**config.mk**
```make
export PLATFORM = sky130hd
export DESIGN_NAME = layer_out_serializer
export DESIGN_NICKNAME = d
export VERILOG_FILES = /design/src/rtl/layer_out_serializer_pkg.sv /design/src/rtl/layer_out_serializer.sv
export SDC_FILE = /design/constraint.sdc
export NUM_CORES = 1
export LEC_CHECK = 0
export ABC_AREA = 0
export BUFFER_PORTS_ARGS = -buffer_cell sky130_fd_sc_hd__buf_4
export CORE_UTILIZATION = 40
export DETAILED_ROUTE_END_ITERATION = 6
export GPL_TIMING_DRIVEN = 0
export HOLD_SLACK_MARGIN = 0.15
export SLEW_MARGIN = 10
export SYNTH_ARGS = -nofsm -noshare
export SYNTH_HDL_FRONTEND = slang
export SYNTH_SLANG_ARGS = --single-unit
```
**constraint.sdc**
```tcl
create_clock -name clk -period 3.1 [get_ports clk]
set_input_delay 0.465 -clock clk [delete_from_list [all_inputs] [get_ports clk]]
set_output_delay 0.465 -clock clk [all_outputs]
set_load 0.02 [all_outputs]
```
**src/rtl/layer_out_serializer_pkg.sv**
```systemverilog
// Shared widths for the layer output serializer.
// The guarded defaults stand in for the shared include header when it is absent.
`ifndef dataWidth
`define dataWidth 16
`endif
`ifndef ROM_bitwidth
`define ROM_bitwidth 8
`endif

package layer_out_serializer_pkg;

  localparam int unsigned DataWidth = `dataWidth;
  localparam int unsigned RomWidth  = `ROM_bitwidth;

endpackage

```
**src/rtl/layer_out_serializer.sv**
```systemverilog
// Collects one activation per neuron of a layer, then streams them in index order
// to the next layer with valid/ready handshaking.
module layer_out_serializer
  import layer_out_serializer_pkg::*;
#(
  parameter int unsigned numNeuron = 48,
  parameter int unsigned inWidth   = RomWidth,
  parameter int unsigned idxWidth  = $clog2(numNeuron)
) (
  input  logic                           clk,
  input  logic                           rst,
  input  logic [numNeuron*inWidth-1:0]   neuron_out,
  input  logic [numNeuron-1:0]           neuron_valid,
  input  logic                           out_ready,
  output logic [DataWidth-1:0]           out_data,
  output logic                           out_valid,
  output logic [idxWidth-1:0]            out_idx,
  output logic                           layer_done,
  output logic                           overrun
);

  localparam logic StCollect = 1'b0;
  localparam logic StStream  = 1'b1;
  localparam logic [idxWidth-1:0] LastIdx = idxWidth'(numNeuron - 1);

  logic                 state_q, state_d;
  logic [numNeuron-1:0] captured_q, captured_d, cap_en;
  logic [idxWidth-1:0]  rd_idx_q, rd_idx_d;
  logic                 layer_done_q, layer_done_d;
  logic                 overrun_q, overrun_d;
  logic [inWidth-1:0]   buf_q [numNeuron];

  always_comb begin
    state_d      = state_q;
    captured_d   = captured_q;
    rd_idx_d     = rd_idx_q;
    layer_done_d = 1'b0;
    overrun_d    = overrun_q;
    cap_en       = '0;
    case (state_q)
      StCollect: begin
        cap_en     = neuron_valid & ~captured_q;
        captured_d = captured_q | cap_en;
        if (|(neuron_valid & captured_q)) overrun_d = 1'b1;
        // Captures landing on this edge count toward completing the layer.
        if (&captured_d) begin
          state_d  = StStream;
          rd_idx_d = '0;
        end
      end
      default: begin
        if (|neuron_valid) overrun_d = 1'b1;
        if (out_ready) begin
          if (rd_idx_q == LastIdx) begin
            state_d      = StCollect;
            captured_d   = '0;
            rd_idx_d     = '0;
            layer_done_d = 1'b1;
          end else begin
            rd_idx_d = rd_idx_q + idxWidth'(1);
          end
        end
      end
    endcase
  end

  always_ff @(posedge clk) begin
    if (rst) begin
      state_q      <= StCollect;
      captured_q   <= '0;
      rd_idx_q     <= '0;
      layer_done_q <= 1'b0;
      overrun_q    <= 1'b0;
    end else begin
      state_q      <= state_d;
      captured_q   <= captured_d;
      rd_idx_q     <= rd_idx_d;
      layer_done_q <= layer_done_d;
      overrun_q    <= overrun_d;
    end
  end

  // Activation storage carries no reset; the capture mask alone marks it live.
  always_ff @(posedge clk) begin
    for (int k = 0; k < int'(numNeuron); k++) begin
      if (cap_en[k] && !rst) buf_q[k] <= neuron_out[k*inWidth +: inWidth];
    end
  end

  assign out_valid  = (state_q == StStream);
  assign out_idx    = rd_idx_q;
  assign out_data   = DataWidth'(buf_q[rd_idx_q]);
  assign layer_done = layer_done_q;
  assign overrun    = overrun_q;

endmodule

```
==> impl_results.md, run 1 <==
- Fmax: 312 MHz
- First-pass GRT wire length: 92.7 mm
- Mapped cell area: 17600 sq um
- CTS tree: yes
- WL met2: 32.3 mm
- CTS sink cnt: 447
- Total Die Area: 44800 sq um
- Post-Syn Instances: 992
- Synth Register Bits: 447
- Initial Util: 40.7%
- Reg clk slew, reported paths: 0.06 ns
- DR vias: 13570
- M1 WL: 26.5 mm
- Vias per Instance: 5.27
- Worst setup margin: -0.105 ns
- Hold Crit Class: in -> reg
- RD Place Congestion: 0.934
- Placed cell areas: 21700 sq um
- Number of top-level pins: 460
- Status: complete, but fails checks
- Final Instance Area: 28200 sq um
- Root buf cell: clkbuf_16
- Yosys warns: 0
- Met3 wire length: 4.91 mm
- Max cap viols: 0
- Pins Over Slew Limit: 0
- Fraction of layout cells with a size suffix above 1: 37.6%
- Initial DRC count: 1231
- Post-synthesis sequential area ratio: 72.8%
- Register area: 12800 sq um
- Synth top area share: 65.6%
- Area contributors post-synth: edfxtp_1, mux4_2, dfxtp_1, nor2_1, mux4_1
- CP Capture Type: output pin
- Final worst path period need: 3.21 ns
- Overall die width: 212 um
- CP arrival: 2.74 ns
- Core Area: 43200 sq um
- Power per Cell Area: 504 nW/um^2
- Antenna violations before repair: 12
- DPL Wire Length: 45.3 mm
- Number of synthesized flops with an enable pin: 384
- RSZ-0062 raised after global routing: yes
- Count of different cell masters after synthesis: 49
- TNS Setup: -0.501 ns
- Drt drc: 0
- TritonRoute pass-1 iters: 5
- Final hold violations: 0
- Mean Syn Cell Area: 17.7 sq um
- Top layer in use: met5
- Synth area leader: edfxtp_1
- Gr usage total: 29.2%
- Area grow syn2layout: 60.6%
- Fillers: 3068
- TritonCTS Buffers: 49
- Die H: 212 um
- Final Power: 14200 uW
- Worst-case clock buffer depth: 3
- Port Buffers: 451
- Worst VDD drop: 420 uV
- Worst endpoint required time: 2.63 ns
- H-Tree Depth: 2
- Total leakage power: 0.0105 uW
- Crit Path Category: reg -> out
- Fin nets: 2373
- Crit share post-route: 103%
- Multi-input logic area: 4710 sq um
- Failing checks: negative setup slack
- Startpoint Class: flop
- Wirelength per Cell: 25.6 um
- Worst-Skew Late Latency: 0.61 ns
- Top FF cell, synth: edfxtp_1
- Largest net degree at the start of global routing: 14
- Final Util: 65.4%
- Worst-Margin Slew: 1.14 ns
- Synth async-reset ratio: 0%
- Grt ovf: 0
- Post-Route WL: 65.9 mm
- Vias in the first global route: 14519
- Slew HR: 23.7%
- Row count: 76
- # setup viols final: 8
- Post-DRT Antenna Nets: 0
- Worst-path maximum fanout: 8
- Clk_skew: 0.0277 ns
[synthesized netlist by cell type (10+ instances only)]
cell,count
nand2_1,67
mux4_1,16
nor2_1,114
nor4_1,11
dfxtp_1,63
buf_1,10
o22ai_1,53
mux4_2,88
a21oi_1,53
or4_1,10
buf_4,11
edfxtp_1,384
[cells in the final DEF, fill, tap and decap left out, types with 9 or more instances in the layout]
master and n:
clkbuf_16 55, nor2_2 28, a21oi_1 53, mux4_2 97
buf_6 9, o22ai_1 35, o22ai_2 13, diode_2 15
buf_4 470, a22o_1 9, edfxtp_1 384, buf_12 9
nor2_1 85, nor4_1 11, clkbuf_1 15, dfxtp_1 61
a221oi_1 9, dlygate4sd3_1 421, nand2_1 63, clkinv_1 12
[flip-flops by register name, summed over array words and instances, names as in the netlist, named ones only]
name	count
buf_q	384
captured_q	48
out_idx	6
layer_done	1
out_valid	1
overrun	1
[layout make-up]
type / instances / share of cell area [%]
multi-input combinational: 499 / 16.7
timing repair buffer: 895 / 28.2
antenna: 15 / 0.133
clock buffer: 60 / 4.67
clock inverter: 28 / 0.922
sequential: 447 / 45.3
tap: 585 / 2.59
buffer: 45 / 1.45
[cells by family (layout without fill, tap and decap cells)]
group,after synthesis,after routing,synth area share (%)
and+or+nand+nor,235,235,5.91
AOI/OAI and AO/OA,151,151,5.36
adders and majority gates,1,1,0.0712
buffers and inverters,53,1028,2.16
muxes,104,104,13.7
DFF,447,447,72.8
other,1,23,0.0213
[path summary, 6_finish.rpt]
path | from | endpoint | slack, ns | cells past startpoint
worst max-delay path | flop | out_data[3] | -0.11 | 8
worst min-delay path | neuron_valid[37] | captured_q[37]$_SDFFE_PP0P_ | 0.18 | 3
worst min register to register | captured_q[28]$_SDFFE_PP0P_ | captured_q[28]$_SDFFE_PP0P_ | 0.53 | 2
worst max register to register | out_valid$_SDFF_PP0_ | buf_q[45][6]$_DFFE_PP_ | 0.20 | 6
[where the power goes]
part	internal (uW)	total (uW)	leakage, uW	switching (uW)
combinational	865	1470	0.00563	601
sequential	6840	6950	0.00409	117
clock	3360	5800	0.000778	2440
total	11100	14200	0.0105	3160
[timing repair]
action | 4_1_cts | 5_1_grt
gates resized for setup | 77 | 47
hold buffers | 421 | 0
setup endpoints to repair | 56 | 200
hold endpoints to repair | 421 | 0
buffers inserted | 14 | 1
pin swaps | 11 | 6
gates cloned | 4 | 3
[per-stage QoR]
step / hold WS, ns / instances / worst slack (ns)
final: 0.178 / 2574 / -0.105
after detailed placement: 0.496 / 2036 / -0.0850
after CTS: 0.151 / 2556 / -0.140
after floorplan: 0.463 / 999 / 0.827
after global placement: 0.501 / 2035 / -0.0325
after global routing: 0.171 / 2569 / -0.169
[critical path: stages, from the launching register on]
cell and delay [ns]:
dfxtp_4 0.43, buf_12 0.17, buf_16 0.17, clkbuf_16 0.17
mux4_2 0.35, mux4_2 0.52, nand2_1 0.09, o21ai_1 0.06
buf_4 0.17
[per-layer routing]
metal | GRT usage, % | vias to the layer above
li1 | - | 5936
met1 | 37.8 | 6810
met2 | 48.0 | 675
met3 | 6.85 | 145
met4 | 10.5 | 4
met5 | 0 | -
Note: power is estimated with default switching activity, not from simulation.
==> run 2, diff against run 1 <==
Settings changed: CELL_PAD_IN_SITES_DETAIL_PLACEMENT from default to 1, CELL_PAD_IN_SITES_GLOBAL_PLACEMENT from default to 2, PLACE_DENSITY_LB_ADDON from default to 0.1.
==> impl_results.md, run 2 (synthesis gave the netlist of run 1 again) <==
- Most frequent CP cell: buf_12
- Vias per Instance: 5.41 (+2.7%)
- Total Die Area: 44800 sq um (unchanged)
- Number of top-level pins: 460 (unchanged)
- Placed cell areas: 21700 sq um (about the same)
- Worst setup margin: -0.149 ns (-0.0437 ns)
- CTS sink cnt: 447 (unchanged)
- CP Capture Type: output pin
- Clock power frac: 42.5% (+1.7 points)
- TritonRoute pass-1 iters: 5 (unchanged)
- CTS tree: yes
- Worst-path maximum fanout: 7 (-1)
- Fmax: 308 MHz (-1.3%)
- Overall die width: 212 um (unchanged)
- FF-to-FF setup slack: 0.14 ns (-0.06 ns)
- Post-Route WL: 75.5 mm (+15%)
- Largest net degree at the start of global routing: 15 (+1)
- Max cap viols: 0 (unchanged)
- Critical Path Stages: 9 (+1)
- Worst r2r dst: buf_q[16][2]$_DFFE_PP_
- Gr usage total: 33.8% (+4.6 points)
- Crit-path leading delay family: buffers and inverters
- Critical Path Max Stage Delay: 0.49 ns (-0.03 ns)
- FF-to-FF Start: out_valid$_SDFF_PP0_
- DR vias: 13865 (+2.2%)
- Worst endpoint required time: 2.63 ns (about the same)
- Total leakage power: 0.0105 uW (-0.33%)
- Most common cell after layout, fill and taps aside: buf_4
- Post-DRT Antenna Nets: 0 (unchanged)
- Die H: 212 um (unchanged)
- Hold Crit Class: in -> reg
- Top reg by flops: buf_q
- First-pass GRT wire length: 106 mm (+14%)
- Status: complete, but fails checks
- CP arrival: 2.78 ns (+0.04 ns)
- Root buf cell: clkbuf_16
- Int Power: 11400 uW (+2.9%)
- Initial Util: 40.7% (unchanged)
- Worst VDD drop: 551 uV (+31%)
- Failing checks: negative setup slack
- Core Area: 43200 sq um (unchanged)
- Largest register FFs: 384 (unchanged)
- Flop pwr share: 47.3% (-1.6 points)
- Worst-case clock buffer depth: 3 (unchanged)
- Hold Path Depth: 3 (unchanged)
- NetSw: 3370 uW (+6.7%)
- Area grow syn2layout: 60.0%
- Final Instance Area: 28100 sq um (-0.39%)
- Fin nets: 2365 (-0.34%)
- Crit share post-route: 105% (+1.4 points)
- Worst-Skew Late Latency: 0.60 ns (about the same)
- RSZ-0062 raised after global routing: yes
- Commonest non-fill, non-tap cells in the layout: buf_4, dlygate4sd3_1, edfxtp_1
- Final worst path period need: 3.25 ns (+0.0437 ns)
- R2r worst-path depth: 6 (unchanged)
- CP max-delay cell: or4_4
- Startpoint Class: flop
- Wirelength per Cell: 29.5 um (+15%)
- Pins Over Slew Limit: 0 (unchanged)
- Final hold violations: 0 (unchanged)
- Comb pwr share: 10.2% (about the same)
- Slew HR: 35.4% (+12 points)
- TritonCTS Buffers: 50 (+2.0%)
- Grt ovf: 0 (unchanged)
- Reg clk slew, reported paths: 0.06 ns (about the same)
- Fraction of layout cells with a size suffix above 1: 37.5% (-0.089 points)
- Crit Path Category: reg -> out
- Final Power: 14700 uW (+3.7%)
- Crit path cell chain: buf_12 > buf_12 > buf_12 > buf_16 > mux4_2 > o22ai_4 > or4_4 > o21ai_2 > buf_6
- RD Place Congestion: 0.878 (-6.0%)
- H-Tree Depth: 2 (unchanged)
- Port Buffers: 451 (unchanged)
- DPL Wire Length: 47.1 mm (+4.1%)
- Critical Path End: out_data[3]
- Vias in the first global route: 15142 (+4.3%)
- Clk_skew: 0.0207 ns (-0.00703 ns)
- Drt drc: 0 (unchanged)
- Power per Cell Area: 525 nW/um^2 (+4.1%)
- Switching share of power: 22.9% (+0.64 points)
- Worst-Margin Slew: 0.961 ns (-0.179 ns)
- Initial DRC count: 1099 (-11%)
- CP Buf/Inv Count: 5 (+1)
- # setup viols final: 8 (unchanged)
- Antenna violations before repair: 9 (-3)
- Row count: 76 (unchanged)
## run 2: how the worst min path moves through the flow
stage,start,end,slack [ns]
2_1_floorplan,captured_q[28]$_SDFFE_PP0P_,captured_q[28]$_SDFFE_PP0P_,0.46
3_3_place_gp,captured_q[39]$_SDFFE_PP0P_,captured_q[39]$_SDFFE_PP0P_,0.51
3_5_place_dp,captured_q[44]$_SDFFE_PP0P_,captured_q[44]$_SDFFE_PP0P_,0.52
4_1_cts,neuron_valid[17],captured_q[17]$_SDFFE_PP0P_,0.15
5_1_grt,neuron_valid[17],captured_q[17]$_SDFFE_PP0P_,0.18
6_report,neuron_valid[26],captured_q[26]$_SDFFE_PP0P_,0.19
## run 2: repair_timing
| item | CTS | global route |
|---|---|---|
| hold buffers | 417 | 0 |
| resized for setup | 65 | 38 |
| cloned | 4 | 0 |
| endpoints found under the setup margin | 59 | 200 |
| buffers inserted | 8 | 0 |
| pin swaps | 6 | 6 |
| hold endpoints to repair | 417 | 0 |
## run 2: area by class of cell
cell class | count | area (sq um)
diodes | 8 | 20.0
repair buffers | 881 | 7780
flip-flops and latches | 447 | 12800
fillers | 4003 | 15100
clock buffers | 58 | 1350
clock inverters | 33 | 333
plain buffers | 50 | 453
well taps | 585 | 732
multi-input cells | 499 | 4650
## run 2: power groups by stage
stage | Clock [uW] | Sequential (uW) | Combinational (uW)
after CTS | 6220 | 6950 | 1440
after floorplan | 0 | 7020 | 318
after global placement | 0 | 7060 | 957
final | 6270 | 6980 | 1500
after detailed placement | 0 | 7080 | 973
after global routing | 6520 | 7000 | 1570
## run 2: metrics by stage
stage | std cells | hold slack [ns] | setup WS (ns) | TNS [ns] | utilization (%)
final | 2561 | 0.188 | -0.149 | -0.892 | 65.1
after global routing | 2558 | 0.176 | -0.203 | -1.33 | 65.1
after CTS | 2553 | 0.150 | -0.155 | -1.01 | 64.8
after detailed placement | 2036 | 0.520 | -0.0345 | -0.679 | 50.3
after global placement | 2035 | 0.508 | -0.0299 | -0.283 | 50.3
after floorplan | 999 | 0.463 | 0.827 | 0 | -
## run 2: worst min-delay path, cell delays in order
cell     delay, ns
buf_4         0.12
a21oi_1       0.07
nor2_1        0.08
## run 2: per-layer routing
layer | vias up | track usage, % | routed length [um]
met3 | 126 | 6.23 | 4910
met5 | - | 0 | 43
li1 | 5907 | - | -
met1 | 7161 | 42.2 | 29400
met2 | 665 | 58.8 | 38800
met4 | 6 | 11.6 | 2370
==> run 3, diff against run 2 <==
Settings changed: REMOVE_ABC_BUFFERS from default to 1.
==> impl_results.md, run 3 (synthesis gave the netlist of run 1 again) <==
- Max cap viols: 0 (unchanged)
- Worst VDD drop: 551 uV (about the same)
- CP Capture Type: output pin
- Largest register FFs: 384 (unchanged)
- Fillers: 4067 (+1.6%)
- Post-Route WL: 72.4 mm (-4.1%)
- Final Util: 64.1% (-1.0 points)
- CTS tree: yes
- Worst-path maximum fanout: 8 (+1)
- DR vias: 13419 (-3.2%)
- Worst endpoint required time: 2.63 ns (about the same)
- First-pass GRT wire length: 102 mm (-4.0%)
- TritonRoute pass-1 iters: 6 (+1)
- Pins Over Slew Limit: 0 (unchanged)
- Top reg by flops: buf_q
- Status: complete, but fails checks
- Wirelength per Cell: 28.8 um (-2.4%)
- Flop pwr share: 48.3% (+1.0 points)
- NetSw: 3280 uW (-2.6%)
- Clock power frac: 41.6% (-0.9 points)
- Final hold violations: 0 (unchanged)
- Fraction of layout cells with a size suffix above 1: 35.2% (-2.3 points)
- Failing checks: negative setup slack
- Vias per Instance: 5.33 (-1.5%)
- Most common cell after layout, fill and taps aside: buf_4
- Drt drc: 0 (unchanged)
- Gr usage total: 32.4% (-1.3 points)
- Most frequent CP cell: mux4_2
- CTS sink cnt: 447 (unchanged)
- Crit share post-route: 105% (about the same)
- Switching share of power: 22.8% (-0.087 points)
- Vias in the first global route: 14947 (-1.3%)
- CP arrival: 2.78 ns (about the same)
- Total Die Area: 44800 sq um (unchanged)
- H-Tree Depth: 2 (unchanged)
- Reg clk slew, reported paths: 0.06 ns (about the same)
- Crit Path Category: reg -> out
- Largest net degree at the start of global routing: 48 (+33)
- Worst-Skew Late Latency: 0.61 ns (about the same)
- Grt met3 use: 8.14% (+1.9 points)
- Worst-Margin Slew: 1.25 ns (+0.289 ns)
- DPL Wire Length: 43.6 mm (-7.5%)
- GRT met1 Usage: 39.1% (-3.1 points)
- Initial DRC count: 1012 (-7.9%)
- Power per Cell Area: 521 nW/um^2 (-0.63%)
- Area grow syn2layout: 57.4%
- Fmax: 308 MHz (about the same)
- Clk_skew: 0.0312 ns (+0.0105 ns)
- Worst setup margin: -0.148 ns (+0.000923 ns)
- Int Power: 11100 uW (-2.1%)
- Top Usage Layer GRT: met2
- Comb pwr share: 10.1% (about the same)
- Crit path cell chain: buf_8 > buf_16 > mux4_2 > mux4_2 > nand2_1 > o21ai_1 > buf_4
- TritonCTS Buffers: 49 (-2.0%)
- CP max-delay cell: mux4_2
- RSZ-0062 raised after global routing: yes
- Number of top-level pins: 460 (unchanged)
- Final worst path period need: 3.25 ns (-0.000923 ns)
- Overall die width: 212 um (unchanged)
- Total leakage power: 0.0102 uW (-2.2%)
- Startpoint Class: flop
- Row count: 76 (unchanged)
- Antenna violations before repair: 13 (+4)
- Grt ovf: 0 (unchanged)
- # setup viols final: 8 (unchanged)
- Critical Path Max Stage Delay: 0.55 ns (+0.06 ns)
- Core Area: 43200 sq um (unchanged)
- Worst-case clock buffer depth: 3 (unchanged)
- Port Buffers: 451 (unchanged)
- Die H: 212 um (unchanged)
- Post-DRT Antenna Nets: 0 (unchanged)
- Final Power: 14400 uW (-2.2%)
- Commonest non-fill, non-tap cells in the layout: buf_4, dlygate4sd3_1, edfxtp_1
- Met2 Resource Use GR: 56.2% (-2.6 points)
- Initial Util: 40.7% (unchanged)
- Fin nets: 2316 (-2.1%)
- Hold Crit Class: in -> reg
- Slew HR: 16.4% (-19 points)
- Root buf cell: clkbuf_16
- RD Place Congestion: 0.827 (-5.8%)
-- run 3: power groups by stage --
| stage | registers (uW) | logic (uW) | clock network (uW) |
|---|---|---|---|
| floorplan | 7020 | 306 | 0 |
| finish | 6960 | 1460 | 5990 |
| detailed placement | 7070 | 952 | 0 |
| CTS | 6940 | 1410 | 5940 |
| global route | 6980 | 1530 | 6250 |
| global placement | 7060 | 932 | 0 |
-- run 3: layout make-up --
| class | instances | area (sq um) | area share (%) |
|---|---|---|---|
| Antenna cell | 12 | 30.0 | 0.109 |
| Clock inverter | 23 | 231 | 0.837 |
| Clock buffer | 68 | 1350 | 4.88 |
| Multi-Input combinational cell | 499 | 4610 | 16.7 |
| Tap cell | 585 | 732 | 2.65 |
| Timing Repair Buffer | 883 | 7900 | 28.6 |
| Sequential cell | 447 | 12800 | 46.3 |
-- run 3: layer usage --
| layer | vias up | part of all wire (%) |
|---|---|---|
| li1 | 5818 | - |
| met5 | - | 0.070 |
| met2 | 624 | 51 |
| met1 | 6834 | 38 |
| met4 | 8 | 3.2 |
| met3 | 135 | 7.5 |
-- run 3: repair_timing --
| item | CTS | global route |
|---|---|---|
| gates resized for setup | 42 | 12 |
| hold buffers | 408 | 0 |
| cloned | 4 | 0 |
| endpoints found under the setup margin | 8 | 8 |
| pin swaps | 5 | 0 |
| endpoints found under the hold margin | 408 | 0 |
| setup buffers | 14 | 0 |
-- run 3: worst max-delay path: cells and delay by family (launching register included) --
kind                   cells  cell delay (ns)
AOI/OAI and AO/OA          1             0.07
buffers and inverters      3             0.49
DFF                        1             0.44
muxes                      2             1.09
and+or+nand+nor            1             0.10
-- run 3: through the flow --
stage	hold slack [ns]	cell area (sq um)	setup TNS, ns	cells	setup WS, ns
finish	0.176	27700	-1.00	2517	-0.148
global route	0.180	27700	-1.49	2513	-0.212
CTS	0.150	27600	-1.12	2506	-0.156
detailed placement	0.506	21500	-0.0289	1989	-0.0281
global placement	0.483	21300	-1388.97	1982	-4.82
floorplan	0.457	17200	-487.23	946	-2.33
-- run 3: worst paths after layout --
kind / startpoint / to / slack (ns) / depth (start not counted)
worst min-delay path: neuron_valid[36] / captured_q[36]$_SDFFE_PP0P_ / 0.18 / 3
worst max-delay path: flop / out_data[2] / -0.15 / 7
worst min register to register: captured_q[28]$_SDFFE_PP0P_ / captured_q[28]$_SDFFE_PP0P_ / 0.53 / 2
worst max register to register: out_valid$_SDFF_PP0_ / buf_q[9][2]$_DFFE_PP_ / 0.17 / 5
